`src/rtl/hamming_pkg.sv`:
```
// Shared types and widths for the Hamming(7,4) decode path.
package hamming_pkg;

  localparam int CODE_W     = 7;
  localparam int SYNDROME_W = 3;

  typedef logic [CODE_W-1:0]     codeword_t;
  typedef logic [SYNDROME_W-1:0] syndrome_t;

  typedef enum logic {SETTLING, STABLE} deb_state_e;

endpackage

```
`src/rtl/switch_debounce_capture_if.sv`:
```
// Codeword delivery bus from the switch capture stage to the syndrome detector.
interface switch_debounce_capture_if import hamming_pkg::*; #(
  parameter int WIDTH = CODE_W
);

  logic [WIDTH-1:0] data_raw;
  logic             data_valid;
  logic             data_ready;
  logic             stable;
  logic             overrun;

  modport master (
    output data_raw, data_valid, stable, overrun,
    input  data_ready
  );

  modport slave (
    input  data_raw, data_valid, stable, overrun,
    output data_ready
  );

endinterface

```
`src/rtl/switch_debounce_capture_sync_ff.sv`:
```
// Plain N-stage flop synchronizer for asynchronous board inputs.
module sync_ff #(
  parameter int WIDTH  = 7,
  parameter int STAGES = 2
) (
  input  logic             clk,
  input  logic             rst_n,
  input  logic [WIDTH-1:0] d_i,
  output logic [WIDTH-1:0] q_o
);

  logic [WIDTH-1:0] stage_q [STAGES];

  always_ff @(posedge clk) begin
    if (!rst_n) begin
      for (int i = 0; i < STAGES; i++) stage_q[i] <= '0;
    end else begin
      stage_q[0] <= d_i;
      for (int i = 1; i < STAGES; i++) stage_q[i] <= stage_q[i-1];
    end
  end

  assign q_o = stage_q[STAGES-1];

endmodule

```
`src/rtl/switch_debounce_capture.sv`:
```
// Synchronizes and debounces the DIP switch word, then hands each new stable
// codeword to the decoder over a valid/ready bus with a sticky overrun flag.
module switch_debounce_capture import hamming_pkg::*; #(
  parameter int WIDTH           = CODE_W,
  parameter int SYNC_STAGES     = 2,
  parameter int DEBOUNCE_CYCLES = 270000
) (
  input  logic                      clk,
  input  logic                      rst_n,
  input  logic [WIDTH-1:0]          sw_in,
  switch_debounce_capture_if.master cap
);

  localparam int                CNT_W   = $clog2(DEBOUNCE_CYCLES + 1);
  localparam logic [CNT_W-1:0]  DEB_MAX = CNT_W'(DEBOUNCE_CYCLES);
  localparam logic [CNT_W-1:0]  DEB_PRE = CNT_W'(DEBOUNCE_CYCLES - 1);

  logic [WIDTH-1:0] sync_w;
  logic [WIDTH-1:0] cand_q, cand_d;
  logic [WIDTH-1:0] data_q, data_d;
  logic [CNT_W-1:0] cnt_q, cnt_d;
  logic             valid_q, valid_d;
  logic             ovr_q, ovr_d;
  logic             commit;
  deb_state_e       state;

  sync_ff #(
    .WIDTH  (WIDTH),
    .STAGES (SYNC_STAGES)
  ) u_sync (
    .clk   (clk),
    .rst_n (rst_n),
    .d_i   (sw_in),
    .q_o   (sync_w)
  );

  // Saturated counter is the STABLE state; it never re-commits while holding.
  assign state = (cnt_q == DEB_MAX) ? STABLE : SETTLING;

  always_comb begin
    cand_d  = cand_q;
    cnt_d   = cnt_q;
    data_d  = data_q;
    valid_d = valid_q;
    ovr_d   = ovr_q;
    commit  = 1'b0;

    if (sync_w != cand_q) begin
      cand_d = sync_w;
      cnt_d  = '0;
    end else if (state == SETTLING) begin
      cnt_d  = cnt_q + CNT_W'(1);
      commit = (cnt_q == DEB_PRE);
    end

    if (valid_q && cap.data_ready) valid_d = 1'b0;

    // A commit landing on a handshake edge is not an overrun: the old word was taken.
    if (commit && (cand_q != data_q)) begin
      if (valid_d) ovr_d = 1'b1;
      data_d  = cand_q;
      valid_d = 1'b1;
    end
  end

  always_ff @(posedge clk) begin
    if (!rst_n) begin
      cand_q  <= '0;
      cnt_q   <= '0;
      data_q  <= '0;
      valid_q <= 1'b0;
      ovr_q   <= 1'b0;
    end else begin
      cand_q  <= cand_d;
      cnt_q   <= cnt_d;
      data_q  <= data_d;
      valid_q <= valid_d;
      ovr_q   <= ovr_d;
    end
  end

  assign cap.data_raw   = data_q;
  assign cap.data_valid = valid_q;
  assign cap.stable     = (state == STABLE);
  assign cap.overrun    = ovr_q;

endmodule

```
`src/flat_wrapper.sv`:
```
// flat-port wrapper written by rule: the top's interface ports become plain ports
module switch_debounce_capture_flat import hamming_pkg::*;
#(
  parameter int WIDTH           = CODE_W,
  parameter int SYNC_STAGES     = 2,
  parameter int DEBOUNCE_CYCLES = 270000
)
  (clk, rst_n, sw_in, cap_data_raw, cap_data_valid, cap_stable, cap_overrun, cap_data_ready);
  switch_debounce_capture_if #(.WIDTH(WIDTH)) cap_i ();
  input  logic clk;
  input  logic rst_n;
  input  logic [WIDTH-1:0] sw_in;
  output wire logic [$bits(cap_i.data_raw)-1:0] cap_data_raw;
  output wire logic [$bits(cap_i.data_valid)-1:0] cap_data_valid;
  output wire logic [$bits(cap_i.stable)-1:0] cap_stable;
  output wire logic [$bits(cap_i.overrun)-1:0] cap_overrun;
  input wire logic [$bits(cap_i.data_ready)-1:0] cap_data_ready;
  assign cap_data_raw = cap_i.data_raw;
  assign cap_data_valid = cap_i.data_valid;
  assign cap_stable = cap_i.stable;
  assign cap_overrun = cap_i.overrun;
  assign cap_i.data_ready = cap_data_ready;
  switch_debounce_capture #(.WIDTH(WIDTH), .SYNC_STAGES(SYNC_STAGES), .DEBOUNCE_CYCLES(DEBOUNCE_CYCLES)) u_core (.clk(clk), .rst_n(rst_n), .sw_in(sw_in), .cap(cap_i));
endmodule
```
`config.mk`:
```
export PLATFORM = sky130hd
export DESIGN_NAME = switch_debounce_capture_flat
export DESIGN_NICKNAME = d
export VERILOG_FILES = /design/src/rtl/hamming_pkg.sv /design/src/rtl/switch_debounce_capture_if.sv /design/src/rtl/switch_debounce_capture_sync_ff.sv /design/src/rtl/switch_debounce_capture.sv /design/src/flat_wrapper.sv
export SDC_FILE = /design/constraint.sdc
export NUM_CORES = 1
export LEC_CHECK = 0
export ABC_AREA = 0
export ABC_CLOCK_PERIOD_IN_PS = 3100
export BUFFER_PORTS_ARGS = -buffer_cell sky130_fd_sc_hd__buf_2
export CAP_MARGIN = 30
export CORE_ASPECT_RATIO = 2
export CORE_MARGIN = 1.5
export CORE_UTILIZATION = 50
export DETAILED_ROUTE_END_ITERATION = 6
export PLACE_DENSITY = 0.78
export SYNTH_ARGS = -nofsm -noshare
export SYNTH_HDL_FRONTEND = slang
export SYNTH_SLANG_ARGS = --single-unit
```
`constraint.sdc`:
```
create_clock -name clk -period 3.1 [get_ports clk]
set_input_delay 0.465 -clock clk [delete_from_list [all_inputs] [get_ports clk]]
set_output_delay 0.465 -clock clk [all_outputs]
set_load 0.005 [all_outputs]
```
==> impl_metrics.tcl <==
set metrics [dict create \
    run_status "complete, no violations" \
    finalSetupViolCount 0 \
    worstPathMaxFanout 6 \
    min_period_ns 2.15 \
    via_per_inst 5.11 \
    comb_power_share 0.042 \
    synthArstFlopShare 0 \
    gp_congestion 0.796 \
    postSynthAreaPerCell_um2 9.97 \
    setup_tns_ns 0 \
    fmax_mhz 464 \
    p_leak_uw 0.000834 \
    p_seq_frac 0.615 \
    track_usage 0.173 \
    power_switching_uw 234 \
    yosys_most_used_dff "dfxtp_1" \
    reg2reg_slack_ns 1.23 \
    p_int_uw 821 \
    syn_inst 197 \
    numCtsBuffers 5 \
    synth_area_leaders "dfxtp_1, xor2_1, and2_1" \
    synth-compound-area-share 0.0605 \
    drtPass1Iterations 4 \
    area_growth_syn_to_layout_pct 11.2 \
    synth_fa_ha_area_frac 0.0127 \
    clockBufferDepth 2 \
    skew_ns 0.00664 \
    synth_nets 209 \
    cts_resized 0 \
    core-area_mm2 0.00380 \
    rr_startpoint "u_core.cnt_q[1]" \
    die_x_um 47.3 \
    synth_common_cells "dfxtp_1, and2_1, nor2_1" \
    clkTransAtPathRegs_ns 0.08 \
    synth-simple-area-share 0.264 \
    ys_types 36 \
    grt_remaining_overflow 0 \
    yosysWarnings 0 \
    fin_hold_ws_ns 0.370 \
    p_sw_frac 0.221 \
    synth_top_family_by_area "simple AND/OR/NAND/NOR gates" \
    vias 1375 \
    grt_max_degree 24 \
    antenna_found_initial 0 \
    cts-root-buf "clkbuf_8" \
    hold_path_class "in -> reg" \
    die_area_mm2 0.00433 \
    nNetsFinal 229 \
    critPathLaunch "u_core.cnt_q[9]" \
    yosys.area.top_type "dfxtp_1" \
    fill_cells 347 \
    cts.htree.levels 2 \
    drc_errors 0 \
    synth_top_area_share 0.500 \
    required_ns 2.63 \
    routed_wirelength_um 3230 \
    grt_setup_unrepaired "no" \
    slew_violations 0 \
    powerDensity_mw_per_mm2 483 \
    routedWlPerCell_um 12.0 \
    syn-cell-area_mm2 0.00196 \
    cts.sinks 49 \
    antenna_cells 0 \
    port_buffers 19 \
    peakVddDrop_mv 0.594 \
    synth_edf_count 0 \
    post_cts.repair.setup_buffers 0 \
    slew_headroom 0.587 \
    endpoint_kind "primary output" \
    ant_nets 0 \
    start_util 0.516 \
    arrival_ns 1.69 \
    drv_cap 0 \
    tightest_slew_ns 0.619 \
    start_kind "flip-flop" \
    hold_violations 0 \
    timing.final.crit_share 0.695 \
    drt_iter0_drc 20 \
    seq_area_frac_synth 0.500 \
    io_pins 20 \
    grt_pass1_vias 1300 \
    critical_path_class "reg -> out" \
    synth_xor_area_frac 0.138 \
    holdCritStartpoint "sw_in[2]" \
    grt_pass1_wl_um 5490 \
    clockPowerShare 0.343 \
    dp_hpwl_um 2330 \
    cts_tree "done" \
    yosysMostFrequentCell "dfxtp_1" \
    hold_buffers 0 \
    synthMuxAreaShare 0.00510 \
    fp.dieH_um 91.6 \
    drive_gt1_frac 0.170 \
    num_rows 32 \
    clock_latency_ns 0.30 \
    synth_seq_cells 49 \
]
==> stage by stage <==
step / power (µW) / instances / cell area [µm²] / setup WS (ns) / util
CTS: 1070 / 269 / 2180 / 0.923 / 0.574
global placement: 707 / 261 / 2100 / 1.01 / 0.551
global route: 1110 / 269 / 2180 / 0.844 / 0.574
finish: 1050 / 269 / 2180 / 0.945 / 0.574
detailed placement: 709 / 261 / 2100 / 0.952 / 0.551
floorplan: 696 / 197 / 1960 / 1.52 / -
==> power by group through the flow <==
| stage | logic [µW] | clock network [µW] | registers [µW] |
|---|---|---|---|
| 2_1_floorplan | 34.3 | 0 | 662 |
| 3_3_place_gp | 43.5 | 0 | 663 |
| 3_5_place_dp | 44.9 | 0 | 664 |
| 6_report | 44.0 | 362 | 649 |
| 4_1_cts | 45.2 | 378 | 649 |
| 5_1_grt | 49.9 | 405 | 651 |
==> placed cells by master, fill, tap and decap left out, drive strengths merged, types with 6 or more instances in the layout <==
cell    count
o21ai       7
xnor2      15
xor2       16
dfxtp      49
nand3      12
and2       21
buf        19
clkbuf      6
nand4       6
nor2       19
a21oi       9
nand2       7
==> metal layers <==
metal / global-route usage / vias up / routed length, µm
met5: 0 / - / 0
met4: 0.0903 / 0 / 83
met3: 0.0394 / 6 / 87
met2: 0.295 / 23 / 1750
met1: 0.182 / 643 / 1310
li1: - / 703 / -
==> cells by family (layout without fill, tap and decap cells) <==
group / Yosys count / after routing
simple gates: 86 / 86
flops: 49 / 49
xor+xnor: 31 / 31
compound gates: 19 / 19
buf+inv: 9 / 30
fa+ha+maj: 2 / 2
mux: 1 / 1
==> critical path, stage by stage (launching register included) <==
cell and delay [ns]:
dfxtp_1 0.40, and4_1 0.31, nand4_2 0.22, nor2_2 0.30
buf_2 0.17
==> worst paths after layout <==
check	to	cells after the start
max	cap_stable	4
min	u_core.u_sync.stage_q[0][2]	2
max reg2reg	u_core.cap.overrun	6
min reg2reg	u_core.u_sync.stage_q[0][13]	1
==> flip-flops by register name, indices dropped and copies added, names as in the netlist <==
| signal | flops |
|---|---|
| u_core.cap.data_valid | 1 |
| u_core.cand_q | 7 |
| u_core.cap.overrun | 1 |
| u_core.cnt_q | 19 |
| u_core.u_sync.stage_q | 14 |
| u_core.cap.data_raw | 7 |
==> final cells by class <==
| cell class | instances | area (µm²) | area share |
|---|---|---|---|
| clock inverter | 2 | 13.8 | 0.00631 |
| tap | 51 | 63.8 | 0.0292 |
| timing repair buffer | 19 | 95.1 | 0.0436 |
| sequential | 49 | 981 | 0.450 |
| multi-input combinational | 139 | 945 | 0.433 |
| clock buffer | 6 | 72.6 | 0.0333 |
| inverter | 3 | 11.3 | 0.00516 |
Note: power is estimated with default switching activity, not from simulation.
